`config.mk`:
```
export PLATFORM = sky130hd
export DESIGN_NAME = nv_async_req_arb
export DESIGN_NICKNAME = d
export VERILOG_FILES = /design/src/rtl/nv_async_req_arb_pkg.sv /design/src/rtl/nv_sync3_clr_cell.sv /design/src/rtl/nv_async_req_arb.sv
export SDC_FILE = /design/constraint.sdc
export NUM_CORES = 1
export LEC_CHECK = 0
export CAP_MARGIN = 25
export CORE_MARGIN = 2
export CORE_UTILIZATION = 53
export DETAILED_ROUTE_END_ITERATION = 8
export GPL_TIMING_DRIVEN = 0
export MAX_ROUTING_LAYER = met4
export PLACE_DENSITY_LB_ADDON = 0.3
export SLEW_MARGIN = 5
export SYNTH_ARGS = -nofsm -noshare
export SYNTH_HDL_FRONTEND = slang
export SYNTH_SLANG_ARGS = --single-unit
```
`constraint.sdc`:
```
create_clock -name clk -period 2.2 [get_ports clk]
set_input_delay 0.66 -clock clk [delete_from_list [all_inputs] [get_ports clk]]
set_output_delay 0.66 -clock clk [all_outputs]
set_load 0.02 [all_outputs]
```
`src/rtl/nv_async_req_arb_pkg.sv`:
```
// Shared types, constants and the round-robin picker for the async request arbiters.
package nv_async_req_arb_pkg;

   typedef enum logic {
      IDLE  = 1'b0,
      GRANT = 1'b1
   } arb_state_e;

   localparam int SYNC_STAGES = 3;
   localparam int RR_MAX      = 16;

   // First set bit of elig at or above ptr, wrapping modulo n; returns ptr if none is set.
   function automatic logic [3:0] rr_find_first(input logic [RR_MAX-1:0] elig,
                                                input logic [3:0]        ptr,
                                                input int                n);
      logic [3:0] win;
      logic       found;
      int         idx;
      win   = ptr;
      found = 1'b0;
      for (int k = 0; k < RR_MAX; k++) begin
         idx = (int'(ptr) + k) % n;
         if (k < n && !found && elig[idx]) begin
            win   = idx[3:0];
            found = 1'b1;
         end
      end
      return win;
   endfunction

endpackage

```
`src/rtl/nv_sync3_clr_cell.sv`:
```
// One-bit, three-flop synchronizer with asynchronous active-low clear.
module nv_sync3_clr_cell
   import nv_async_req_arb_pkg::*;
(
   input  logic clk,
   input  logic clr_,
   input  logic d,
   output logic q
);

   logic [SYNC_STAGES-1:0] sync_q;
   logic [SYNC_STAGES-1:0] sync_d;

   always_comb begin
      sync_d = {sync_q[SYNC_STAGES-2:0], d};
   end

   always_ff @(posedge clk or negedge clr_) begin
      if (!clr_) begin
         sync_q <= '0;
      end else begin
         sync_q <= sync_d;
      end
   end

   assign q = sync_q[SYNC_STAGES-1];

endmodule

```
`src/rtl/nv_async_req_arb.sv`:
```
// Round-robin arbiter for NUM_REQ asynchronous 4-phase req/ack channels onto one service port.
// Optional grant timeout is compiled in with NV_ASYNC_ARB_TIMEOUT_EN.
module nv_async_req_arb
   import nv_async_req_arb_pkg::*;
#(
   parameter int NUM_REQ   = 4,
   parameter int ID_W      = $clog2(NUM_REQ),
   parameter int TO_CYCLES = 255
) (
   input  logic               clk,
   input  logic               clr_,
   input  logic [NUM_REQ-1:0] req_async,
   output logic [NUM_REQ-1:0] ack,
   output logic               gnt_vld,
   output logic [ID_W-1:0]    gnt_id,
   input  logic               svc_done,
   output logic               err_to
);

   if (NUM_REQ < 2 || NUM_REQ > RR_MAX || TO_CYCLES < 1 || TO_CYCLES > 65535) begin : g_bad_cfg
      $error("nv_async_req_arb: NUM_REQ or TO_CYCLES out of range");
   end

   logic [NUM_REQ-1:0] req_s;
   logic [NUM_REQ-1:0] elig;
   logic [ID_W-1:0]    win_id;
   logic               timeout_hit;
   logic               done;

   arb_state_e         state_q, state_d;
   logic [ID_W-1:0]    gnt_id_q, gnt_id_d;
   logic [ID_W-1:0]    ptr_q, ptr_d;
   logic [NUM_REQ-1:0] ack_q, ack_d;

   for (genvar i = 0; i < NUM_REQ; i++) begin : g_sync
      nv_sync3_clr_cell u_sync (
         .clk  (clk),
         .clr_ (clr_),
         .d    (req_async[i]),
         .q    (req_s[i])
      );
   end

   // A channel still holding its ack has not finished its handshake and may not compete.
   assign elig   = req_s & ~ack_q;
   assign win_id = ID_W'(rr_find_first(16'(elig), 4'(ptr_q), NUM_REQ));
   assign done   = (state_q == GRANT) && (svc_done || timeout_hit);

   always_ff @(posedge clk or negedge clr_) begin
      if (!clr_) begin
         state_q <= IDLE;
      end else begin
         state_q <= state_d;
      end
   end

   always_comb begin
      state_d = state_q;
      case (state_q)
         IDLE:    if (|elig) state_d = GRANT;
         GRANT:   if (done)  state_d = IDLE;
         default: state_d = IDLE;
      endcase
   end

   // Ack release is per channel and runs regardless of the arbiter state.
   always_comb begin
      gnt_id_d = gnt_id_q;
      ptr_d    = ptr_q;
      ack_d    = ack_q & req_s;
      if (state_q == IDLE && |elig) begin
         gnt_id_d = win_id;
      end
      if (done) begin
         ack_d[gnt_id_q] = 1'b1;
         ptr_d = (gnt_id_q == ID_W'(NUM_REQ - 1)) ? '0 : gnt_id_q + ID_W'(1);
      end
   end

   always_ff @(posedge clk or negedge clr_) begin
      if (!clr_) begin
         gnt_id_q <= '0;
         ptr_q    <= '0;
         ack_q    <= '0;
      end else begin
         gnt_id_q <= gnt_id_d;
         ptr_q    <= ptr_d;
         ack_q    <= ack_d;
      end
   end

   assign gnt_vld = (state_q == GRANT);
   assign gnt_id  = gnt_id_q;
   assign ack     = ack_q;

`ifdef NV_ASYNC_ARB_TIMEOUT_EN
   logic [15:0] to_cnt_q, to_cnt_d;
   logic        err_to_q, err_to_d;

   // Counter sits at zero while idle, so each grant starts counting from zero.
   assign timeout_hit = (to_cnt_q == 16'(TO_CYCLES - 1));

   always_comb begin
      to_cnt_d = (state_q == GRANT) ? to_cnt_q + 16'd1 : 16'd0;
      err_to_d = (state_q == GRANT) && timeout_hit && !svc_done;
   end

   always_ff @(posedge clk or negedge clr_) begin
      if (!clr_) begin
         to_cnt_q <= '0;
         err_to_q <= 1'b0;
      end else begin
         to_cnt_q <= to_cnt_d;
         err_to_q <= err_to_d;
      end
   end

   assign err_to = err_to_q;
`else
   assign timeout_hit = 1'b0;
   assign err_to      = 1'b0;
`endif

endmodule

```
==> results.txt <==
- Summed over all cells, the static leakage comes to ~0.47 nW.
- Synthesized Nets: 72
- Biggest area contributors in the synthesized netlist: dfrtp_1, nand2b_4, ha_1
* Finish-stage setup viols: 0
- Commonest non-fill, non-tap cell in the layout: dfrtp_1
- From left edge to right edge, the die measures 44.30 um.
- Detailed-router iteration count before antenna repair: 4
- For this run, the number of standard cells in the final layout without fillers is 95.
- Data on the critical path arrives at its endpoint at 1.42 ns.
- Detail Route Antenna Nets: 0
- DR vias: ~530
- Number of failing hold endpoints at the final stage: 0
- Clock buffers created by TritonCTS: 3
- The number of antenna violations at the first check in global routing is 0.
- Per report_power, the clock group accounts for 13.2% of the total.
* Total length of routed wires: 1356 um
* Syn. warnings: 0
- For this design the ratio of total power to cell area is 1206 mW/mm^2.
- Worst-path fanout max: 8
- Leading register cell type out of synthesis: dfrtp_1
* Site Rows: 14
* Worst hold-check path type: flop to flop
- Of the total power, the share spent switching nets is 36.06%.
- In this run, distinct cell masters in the synthesized netlist total 22.
- The layout has between 100 and 150 filler cells.
- Launching element type of the critical path: flop
- In this design, the stage delay of the slowest critical-path cell is between 0.6 and 0.7 ns.
- CP delay by family, top: buffers and inverters
- Placer congestion estimate: 0.8618
* Outcome: completed
- Largest clock skew in the final design: around 0.0023 ns
* Post-layout utilization of the core: 69.93%
* Cell chosen for the clock root: clkbuf_4
- Share of the synthesized area in the top cell type: 61.05%
- Clock-pin slew was measured on the worst setup and hold paths at 0.10 ns.
- The synthesized netlist occupies a cell area of 860.8 sq um.
- Including well taps, the total number of placed cells is 90.
- Sink Count: 21
* Async SR Flop Fraction: 100.0%
* Drc violations: 0
- For this run, the post-layout net count is 91.
- The via count of the first global-routing pass was 548.
- Depth of the CTS H-tree: 1
* IR Drop Worst-Case VDD: 0.6368 mV
- Entering global routing, the biggest net connects 22 pins.
- Total count of max-transition violations in the final report: 0
- Total core area: 0.001506 sq mm
- The area growth from synthesis to layout is 22.38%.
* Fraction of the cycle the final worst path needs: 94.32%
* Die H: 44.30 um
- Maximum buffer depth of the clock tree: 2
* Ratio of routed vias to standard cells: 5.621
* Initial cell density of the core: 57.14%
- Crit-path slowest cell: clkdlybuf4s50_1
- Number of ports placed on the die boundary: 15
- Setup repair after global routing left no endpoint under its margin.
- The share of total power dissipated in sequential elements is 46.7%.
* Worst setup EP type: primary output
- DPL Wire Length: 1049 um
* Class of the most critical setup path: flop to primary output
- Total track usage: 17.85%
- The die covers 0.001962 sq mm.
- OpenSTA, run right after detailed placement, puts the worst setup slack at between 0.3 and 0.4 ns.
- STA puts the critical path data required time at 1.54 ns.
* Worst-skew pair later-pin latency: 0.29 ns
* Seq/Total Area, Yosys: 61.05%
* Cell chain of the critical path: clkdlybuf4s50_1
* DRC violation total after the first TritonRoute iteration: 9
* Port-buffer cells: 13
- Syn_area_per_cell: 14.11 sq um
- Crit path time final: 2.075 ns
* Power spent charging and discharging nets: between 0.0004 and 0.0005 W
- Of all cell types, the one taking the most synthesized area is dfrtp_1.
* Combinational share of power: 40.1%
- Max Clk Rate: slightly below 500 MHz
* Number of synthesized flops with an enable pin: 0
* Ant diodes: 0
- Worst path bufs/invs: 1
- Synthesis inferred 21 register bits.
- After clock tree synthesis, the setup repair step added 0 buffers.
- Final total negative setup slack: 0 ns
- Routed WL per cell: 14.27 um
* Number of max-capacitance violations reported: 0
- The top cell types in the final layout, fill and taps aside, are dfrtp_1, clkdlybuf4s50_1.
- Worst Setup Slack, final: 0.1249 ns
* Global-route wire length before repair: 2380 um
* Sum of overflow across all layers after global routing: 0
- Gate count after technology mapping: 61
- CTS tree: done
- Internal Dissipation: a little over 0.0008 W
- Fraction of layout cells with a size suffix above 1: 15.19%
-- routing by layer --
metal / vias to the layer above / share of wire [%] / global-route usage (%)
met4: 0 / 1.0 / 9.091
met1: 265 / 41 / 20.61
met5: - / 0 / -
met2: 13 / 54 / 29.41
li1: 254 / - / -
met3: 2 / 3.3 / 3.673
-- layout make-up --
type / count / area, sq um / share of cell area [%]
Inverter: 3 / 11.26 / 1.069
Clock buffer: 4 / 26.28 / 2.494
Buffer: 1 / 7.507 / 0.7126
Multi-Input combinational cell: 36 / 316.6 / 30.05
Tap cell: 16 / 20.02 / 1.900
Sequential cell: 21 / 526.8 / 50.00
Timing Repair Buffer: 14 / 145.1 / 13.78
-- flip-flops by register name, summed over array words and instances (netlist names) --
register              flops
gnt_id                    2
g_sync.u_sync.sync_q     12
ack                       4
gnt_vld                   1
ptr_q                     2
-- what timing repair did --
action                     CTS  global route
resized for setup            1             0
setup endpoints to repair    1             0
hold buffers                 0             0
-- through the flow --
stage / hold WS, ns / power [W] / cell area, sq um
floorplan: 0.3312 / 0.0009013 / 860.8
global placement: 0.3316 / 0.001087 / 1011
detailed placement: 0.3356 / 0.001110 / 1011
CTS: 0.3593 / 0.001283 / 1039
global route: 0.3743 / 0.001360 / 1054
finish: 0.3592 / 0.001270 / 1054
-- worst paths after layout --
path	to	cells after the start	slack, ns	startpoint
setup / recovery	gnt_vld	1	0.12	gnt_vld
hold / removal	g_sync[0].u_sync.sync_q[2]	0	0.36	g_sync[0].u_sync.sync_q[1]
setup reg to reg	ptr_q[1]	3	0.98	gnt_id[0]
hold reg to reg	g_sync[0].u_sync.sync_q[2]	0	0.36	g_sync[0].u_sync.sync_q[1]
max in group asynchronous	gnt_vld	2	1.34	clr_
min in group asynchronous	g_sync[1].u_sync.sync_q[2]	2	0.70	clr_
-- cell usage after synthesis, types with 2 or more instances --
| cell type | n |
|---|---|
| a21boi_1 | 2 |
| a31oi_1 | 2 |
| a32o_1 | 4 |
| dfrtp_1 | 21 |
| ha_1 | 4 |
| inv_1 | 3 |
| nand2_1 | 3 |
| nand2b_4 | 4 |
| nor2_1 | 4 |
| o221ai_1 | 2 |
-- power groups by stage --
stage	combinational [W]	clock, W	sequential (W)
2_1_floorplan	0.000261	0	0.000640
3_3_place_gp	0.000495	0	0.000592
3_5_place_dp	0.000507	0	0.000603
4_1_cts	0.000509	0.000179	0.000595
5_1_grt	0.000551	0.000197	0.000612
6_report	0.000509	0.000168	0.000594
-- cell families after synthesis --
logic type | share of synthesized area, %
compound gates | 17.15
flops | 61.05
fa+ha+maj | 5.814
other cells | 0.4356
simple gates | 10.90
mux | 2.471
buf+inv | 2.180
(Power assumes the default switching activity.)
